===== src/rtl/grid_clb_flex.sv =====
// Configurable logic block tile: NUM_BLE LUT+FF elements behind an input crossbar, programmed
// through a serial config chain. Optional macro CLB_FEEDBACK_EN adds BLE outputs as crossbar sources.
module grid_clb_flex #(
  parameter int NUM_IN  = 40,
  parameter int NUM_BLE = 10,
  parameter int LUT_K   = 4
) (
  input  logic               clk,
  input  logic               reset,
  input  logic               ccff_en,
  input  logic               ccff_head,
  input  logic               cfg_done,
  input  logic [NUM_IN-1:0]  clb_I,
  output logic [NUM_BLE-1:0] clb_O,
  output logic               ccff_tail,
  output logic               cfg_active,
  output logic               cfg_err,
  output logic [1:0]         cfg_state
);

`ifdef CLB_FEEDBACK_EN
  localparam int NSRC = NUM_IN + NUM_BLE;
`else
  localparam int NSRC = NUM_IN;
`endif
  localparam int SELW     = $clog2(NSRC);
  localparam int TT       = 2 ** LUT_K;
  localparam int BLE_BITS = TT + LUT_K * SELW + 1;
  localparam int CFG_BITS = NUM_BLE * BLE_BITS;
  localparam int CNTW     = $clog2(CFG_BITS + 2);
  localparam int SRCW     = 2 ** SELW;

  typedef enum logic [1:0] {
    S_IDLE  = 2'd0,
    S_SHIFT = 2'd1,
    S_RUN   = 2'd2,
    S_ERR   = 2'd3
  } state_t;

  state_t              state;
  logic [CFG_BITS-1:0] cfg;
  logic [CNTW-1:0]     cnt;
  logic [CNTW-1:0]     cnt_inc;
  logic [NUM_BLE-1:0]  flop;
  logic [NUM_BLE-1:0]  ble_lut;
  logic [NUM_BLE-1:0]  regsel;
  logic [SRCW-1:0]     src_pad;
  logic                run;

  assign run        = (state == S_RUN);
  assign cfg_active = run;
  assign cfg_err    = (state == S_ERR);
  assign cfg_state  = state;
  assign ccff_tail  = cfg[CFG_BITS-1];

  // Bit counter saturates one past a full load so over-length loads stay distinguishable.
  assign cnt_inc = (cnt == CNTW'(CFG_BITS + 1)) ? cnt : cnt + 1'b1;

  // Padding above NSRC reads as 0, so out-of-range selects give a constant 0 input.
  always_comb begin
    src_pad = '0;
`ifdef CLB_FEEDBACK_EN
    src_pad[NSRC-1:0] = {clb_O, clb_I};
`else
    src_pad[NSRC-1:0] = clb_I;
`endif
  end

  for (genvar b = 0; b < NUM_BLE; b++) begin : g_ble
    localparam int BASE = b * BLE_BITS;
    logic [TT-1:0]    truth;
    logic [LUT_K-1:0] lut_in;

    assign truth = cfg[BASE +: TT];
    for (genvar k = 0; k < LUT_K; k++) begin : g_in
      logic [SELW-1:0] sel;
      assign sel       = cfg[BASE + TT + k * SELW +: SELW];
      assign lut_in[k] = src_pad[sel];
    end
    assign ble_lut[b] = truth[lut_in];
    assign regsel[b]  = cfg[BASE + BLE_BITS - 1];
  end

  assign clb_O = ((regsel & flop) | (~regsel & ble_lut)) & {NUM_BLE{run}};

  always_ff @(posedge clk) begin
    if (reset) begin
      cfg   <= '0;
      cnt   <= '0;
      flop  <= '0;
      state <= S_IDLE;
    end else begin
      if (ccff_en) cfg <= {cfg[CFG_BITS-2:0], ccff_head};
      flop <= run ? ble_lut : '0;
      case (state)
        S_IDLE: begin
          if (ccff_en) begin
            state <= S_SHIFT;
            cnt   <= CNTW'(1);
          end
        end
        S_SHIFT: begin
          if (ccff_en) cnt <= cnt_inc;
          else if (cfg_done) state <= (cnt == CNTW'(CFG_BITS)) ? S_RUN : S_ERR;
        end
        S_RUN: begin
          if (ccff_en) begin
            state <= S_SHIFT;
            cnt   <= CNTW'(1);
          end
        end
        S_ERR: begin
          if (ccff_en) cnt <= cnt_inc;
        end
        default: state <= S_IDLE;
      endcase
    end
  end

endmodule


===== config.mk =====
export PLATFORM = sky130hd
export DESIGN_NAME = grid_clb_flex
export DESIGN_NICKNAME = d
export VERILOG_FILES = /design/src/rtl/grid_clb_flex.sv
export SDC_FILE = /design/constraint.sdc
export NUM_CORES = 1
export LEC_CHECK = 0
export BUFFER_PORTS_ARGS = -buffer_cell sky130_fd_sc_hd__buf_2
export CAP_MARGIN = 10
export CORE_ASPECT_RATIO = 0.75
export CORE_MARGIN = 1.5
export CORE_UTILIZATION = 54
export CTS_CLUSTER_DIAMETER = 150
export DETAILED_ROUTE_END_ITERATION = 16
export PLACE_DENSITY = 0.72
export SETUP_SLACK_MARGIN = 0.05
export SYNTH_ARGS = -nofsm -noshare
export SYNTH_HDL_FRONTEND = slang
export SYNTH_SLANG_ARGS = --single-unit

===== constraint.sdc =====
create_clock -name clk -period 6.6 [get_ports clk]
set_clock_uncertainty 0.2 [all_clocks]
set_input_delay 0 -clock clk [delete_from_list [all_inputs] [get_ports clk]]
set_output_delay 0 -clock clk [all_outputs]
set_load 0.01 [all_outputs]

======== Word-level counts from Yosys, hierarchy flattened ========
Cells that the tools add are included.
word-level totals
  flip-flop bits (word level) ............. 431
  latch bits .............................. 0
  RAM bits ................................ 0
  memory bits (read-only) ................. 0
  input port bits ......................... 45
  output and inout port bits .............. 15
  word-level logic and storage cells ...... 187
  memories kept ........................... 0
cells by class
  add/sub/neg operators ................... 1
  $mul .................................... 0
  divide/modulo/power cells ............... 0
  magnitude comparators ................... 50
  equality and inequality tests ........... 10
  shift-type cells ........................ 0
  mux-type cells .......................... 109
  bitwise gates (word level) .............. 6
  reduce and logical (&&, ||, !) cells .... 7
operator list
  kind                   number
  $lt A6 B7 Y1 const B   40
  $bmux W1 S6            40
  $mux W1                51
  $lt A4 B5 Y1 const B   10
  $bmux W1 S4            10
  $and A10 B10 Y10       3
  $mux W9                3
  $eq A9 B9 Y1 const B   2
  $pmux W9 S2            1
  $not A10 Y10           1
  $or A10 B10 Y10        1
  $add A9 B1 Y9 const B  1
  $mux W2                3
  $ne A2 B2 Y1 const B   3
  $reduce_or A2 Y1       3
  $eq A2 B2 Y1 const B   2
  $ne A2 B1 Y1 const B   2
  $pmux W2 S2            1
  $reduce_and A4 Y1      1
  $reduce_and A3 Y1      1
  $eq A2 B1 Y1 const B   1
  $logic_not A2 Y1       1
  $reduce_bool A2 Y1     1
  $not A1 Y1             1

======== Logic depth before layout (Yosys ltp) ========
  word-level depth ........................ 7
  gate-level depth with buffers ........... 12
  depth with buffers taken out ............ 9

======== Worst setup path before layout ========
OpenSTA, ideal clock, no wires.
  path type ............................... register to output
  start point ............................. register cfg[57]
  end point ............................... output port clb_O[1]
  data arrival time ....................... 3.150 ns
  data required time ...................... 6.400 ns
  slack ................................... 3.250 ns
  cell stages (with the launch flop) ...... 10
  buffers on the path ..................... 1
  path through ............................ dfxtp_1 -> buf_2 -> mux4_2 -> mux4_2 -> nor2b_1 -> o31ai_1 -> mux4_2 -> mux2i_1 -> nor4b_1 -> a311o_1
between the ends
  longest elaborated chain between the ends .. 7
RTL lines
  element                        line  source
  start: declaration             41    logic [CFG_BITS-1:0] cfg;
  start signal: assignment       93    if (ccff_en) cfg <= {cfg[CFG_BITS-2:0], ccff_head};
  $bmux W1 S6                    78    assign lut_in[k] = src_pad[sel];
  $mux W1 (implied by the code)  78
  $bmux W1 S4                    80    assign ble_lut[b] = truth[lut_in];
  $mux W1 (implied by the code)  80
  $and A10 B10 Y10               84    assign clb_O = ((regsel & flop) | (~regsel & ble_lut)) & {NUM_BLE{run}};
  $or A10 B10 Y10                84
  $and A10 B10 Y10               84
  end: declaration               14    output logic [NUM_BLE-1:0] clb_O,
Every way passes these cells. The select of a mux whose other input is x is not followed.

======== Final worst setup path ========
  start point ............................. register cfg[227]
  end point ............................... output port clb_O[5]
Same word-level chain as after synthesis.

==> run metrics <==
Clock Pin Slew Worst Setup and Hold Paths 0.07 ns; Max FO, Critical Path 11; max cap viols 0; Final Power 6.26 mW; setup total negative slack 0 ns; synth unique cells 64; Yosys reg bits 431; final period utilization 68.3%; postcts setup bufs 0; Worst Tran Pin Value 1.14 ns; DRC violations left 0; slowest stage delay, CP 0.76 ns; pins over their slew limit 0; Synth Flop Type dfxtp_1; worst-skew pair later-pin latency 0.61 ns; Root Buffer clkbuf_16; CTS Buf Count 45; RSZ-0062 raised after global routing no; syn_nets 2,922; Fin. Hold Viols 0; CTS tree done; Crit-path slowest cell or4_1; die area 0.0590 mm2; cell area after synthesis 0.0311 mm2; initial DRC count 3,224; Chip Height 211 um; # nets final 2,684; via count 24,200; vias per inst 7.04; gr ovfl total 0; Max Clock Freq 222 MHz; type of the worst min-delay path primary input to flip-flop; Starting Density 55.1%; Final HPWL DP 51,600 um; total wire length 91,700 um; Critical Path Sink Type output pin; Total Routing Usage GR 30.8%; syn avg cell area 10.8 um2; Ys Warns 0; Synth Instances 2,875; worst ir drop on vdd 0.199 mV; WP buf/inv 1; RePlAce Congestion 0.846; fillers 4,536; Worst Path Required 6.40 ns; Port Buffers 59; Hold Buf Count CTS 6; FFs w/ async S/R, synth 0%; Period minus WS final 4.51 ns; H-Tree Depth 2; CP Class flip-flop to output pin; global-route wire length before repair 141,000 um; Final Setup Violations 0; placeable core area 0.0564 mm2; DR WL/cell 26.7 um; crit path cell chain mux4_1, mux4_2, and3b_1, or4_1, mux2i_1, mux2i_1, mux2_2, nand3_1, nand3_1, buf_2; I/O pin total 60; CTS Buffer Depth 3; vias in the first global route 23,800; PD cells 190 mW/mm2; clk sinks 431; pin count of the biggest net entering global routing 140; drt first pass iters 6; Post-synth EDFFs 0; crit path launch type flip-flop; Die Wd 280 um; FP Rows 75; share of cells above drive strength 1 23.2%; outcome finished clean; Area Growth Syn to Fin 5.88%; initial antenna violation count 0; CTS resizes 0; LEAKAGE 11.8 nW; Arrival @ worst endpoint 4.31 ns; crit-path leading delay family multiplexers; Rel. slew slack 24.1%; post-synthesis sequential area ratio 27.8%; Final ANT Viol Nets 0
[path summary, 6_finish.rpt]
path	start	end	slack, ns	depth (start not counted)
worst max-delay path	cfg[227]	clb_O[5]	2.09	10
worst min-delay path	cfg_done	cfg_state[1]	0.14	6
worst max register to register	cfg[227]	flop[5]	2.69	9
worst min register to register	cfg[211]	cfg[211]	0.32	2
[logic make-up (layout without fill, tap and decap cells)]
| family | Yosys count | in the layout | synth area share (%) |
|---|---|---|---|
| other | 0 | 1 | 0 |
| buffers and inverters | 434 | 230 | 5.43 |
| muxes | 1081 | 1081 | 51.2 |
| AOI/OAI and AO/OA | 194 | 194 | 4.71 |
| xor gates and xnor gates | 6 | 6 | 0.169 |
| DFF | 431 | 431 | 27.8 |
| and+or+nand+nor | 727 | 727 | 10.7 |
| adders and majority gates | 2 | 2 | 0.0805 |
[tightest hold or removal path: stages]
cell,delay (ns)
dlygate4sd3_1,0.52
buf_2,0.11
a21oi_1,0.06
nor2_1,0.08
nor2_1,0.05
nor2_1,0.07
[Yosys cell counts (4+ instances only)]
cell       count  area share (%)
nor4b_1        9            0.25
mux4_2       392              28
a21oi_1       31            0.50
a32oi_2        4            0.21
nand4_1       10            0.20
dfxtp_1      431              28
buf_1         58            0.70
clkbuf_2       4           0.064
nor2_1       479             5.8
a211o_1        9            0.25
nor2b_1       39            0.79
a311oi_1      18            0.51
nor3b_1       21            0.51
inv_1         34            0.41
xor2_1         4            0.11
buf_2         23            0.37
o21ai_0       17            0.27
a32oi_1        5            0.14
nand2b_1      13            0.26
a2bb2oi_1      4            0.11
and4_1         4            0.11
a211oi_1      15            0.36
mux4_1         8            0.68
nand3_1       19            0.31
a22oi_1       17            0.41
mux2i_1      647              21
a22o_1         5            0.14
and3_1        10            0.20
and3b_1        8            0.23
a31oi_1       18            0.36
a41oi_1        6            0.17
nand2_1       46            0.56
mux2_2        34             1.2
clkbuf_1     312             3.8
nand3b_1      30            0.72
nor4_1         6            0.12
nor3_1        22            0.35
a2111oi_0      6            0.17
o211ai_1       9            0.22
o311ai_0       4            0.11
[sequential cells by signal, summed over array words and instances (netlist names)]
name and count:
flop 10, cnt 9, cfg 410, cfg_state 2
[cell usage in the layout, fill, tap and decap left out, types with 18 or more instances in the layout]
cell and n:
nand3_1 19, dfxtp_1 431, buf_2 57, a311oi_1 18
mux2_2 34, nor2_1 479, nor2b_1 39, nand3b_1 30
a21oi_1 31, a31oi_1 18, nor3_1 22, inv_1 34
mux2i_1 647, clkbuf_16 47, nor3b_1 21, mux4_2 392
nand2_1 46, buf_4 48
[per-stage QoR]
step | std cells | util [%] | hold WS (ns) | setup slack, ns | cell area [um2]
after floorplan | 2875 | - | -0.0523 | 3.25 | 31100
after global placement | 3354 | 55.3 | 0.0447 | 2.82 | 31200
after detailed placement | 3354 | 55.3 | 0.0645 | 2.73 | 31200
after CTS | 3441 | 58.3 | 0.119 | 2.05 | 32900
after global routing | 3441 | 58.3 | 0.227 | 1.84 | 32900
final | 3442 | 58.3 | 0.136 | 2.09 | 32900
[per-layer routing]
metal | wire length (um) | track usage, % | vias up
li1 | - | - | 10300
met1 | 33700 | 40.2 | 11700
met2 | 40100 | 47.5 | 1723
met3 | 12900 | 8.63 | 455
met4 | 4980 | 14.9 | 0
met5 | 0 | 0 | -
[cell type report]
type	count	area, um2	area share, %
antenna	1	2.50	0.00760
clock buffer	67	1370	4.17
clock inverter	14	274	0.833
inverter	34	128	0.388
multi-input combinational	2010	20800	63.1
sequential	431	8630	26.2
tap	770	963	2.93
timing repair buffer	115	776	2.36
[power by group]
group | leakage, nW | switching [mW] | total (mW) | internal (mW)
clock | 0.812 | 1.13 | 2.87 | 1.75
sequential | 3.47 | 0.00249 | 2.61 | 2.60
combinational | 7.54 | 0.479 | 0.779 | 0.300
total | 11.8 | 1.61 | 6.26 | 4.65
Note: power is estimated with default switching activity, not from simulation.
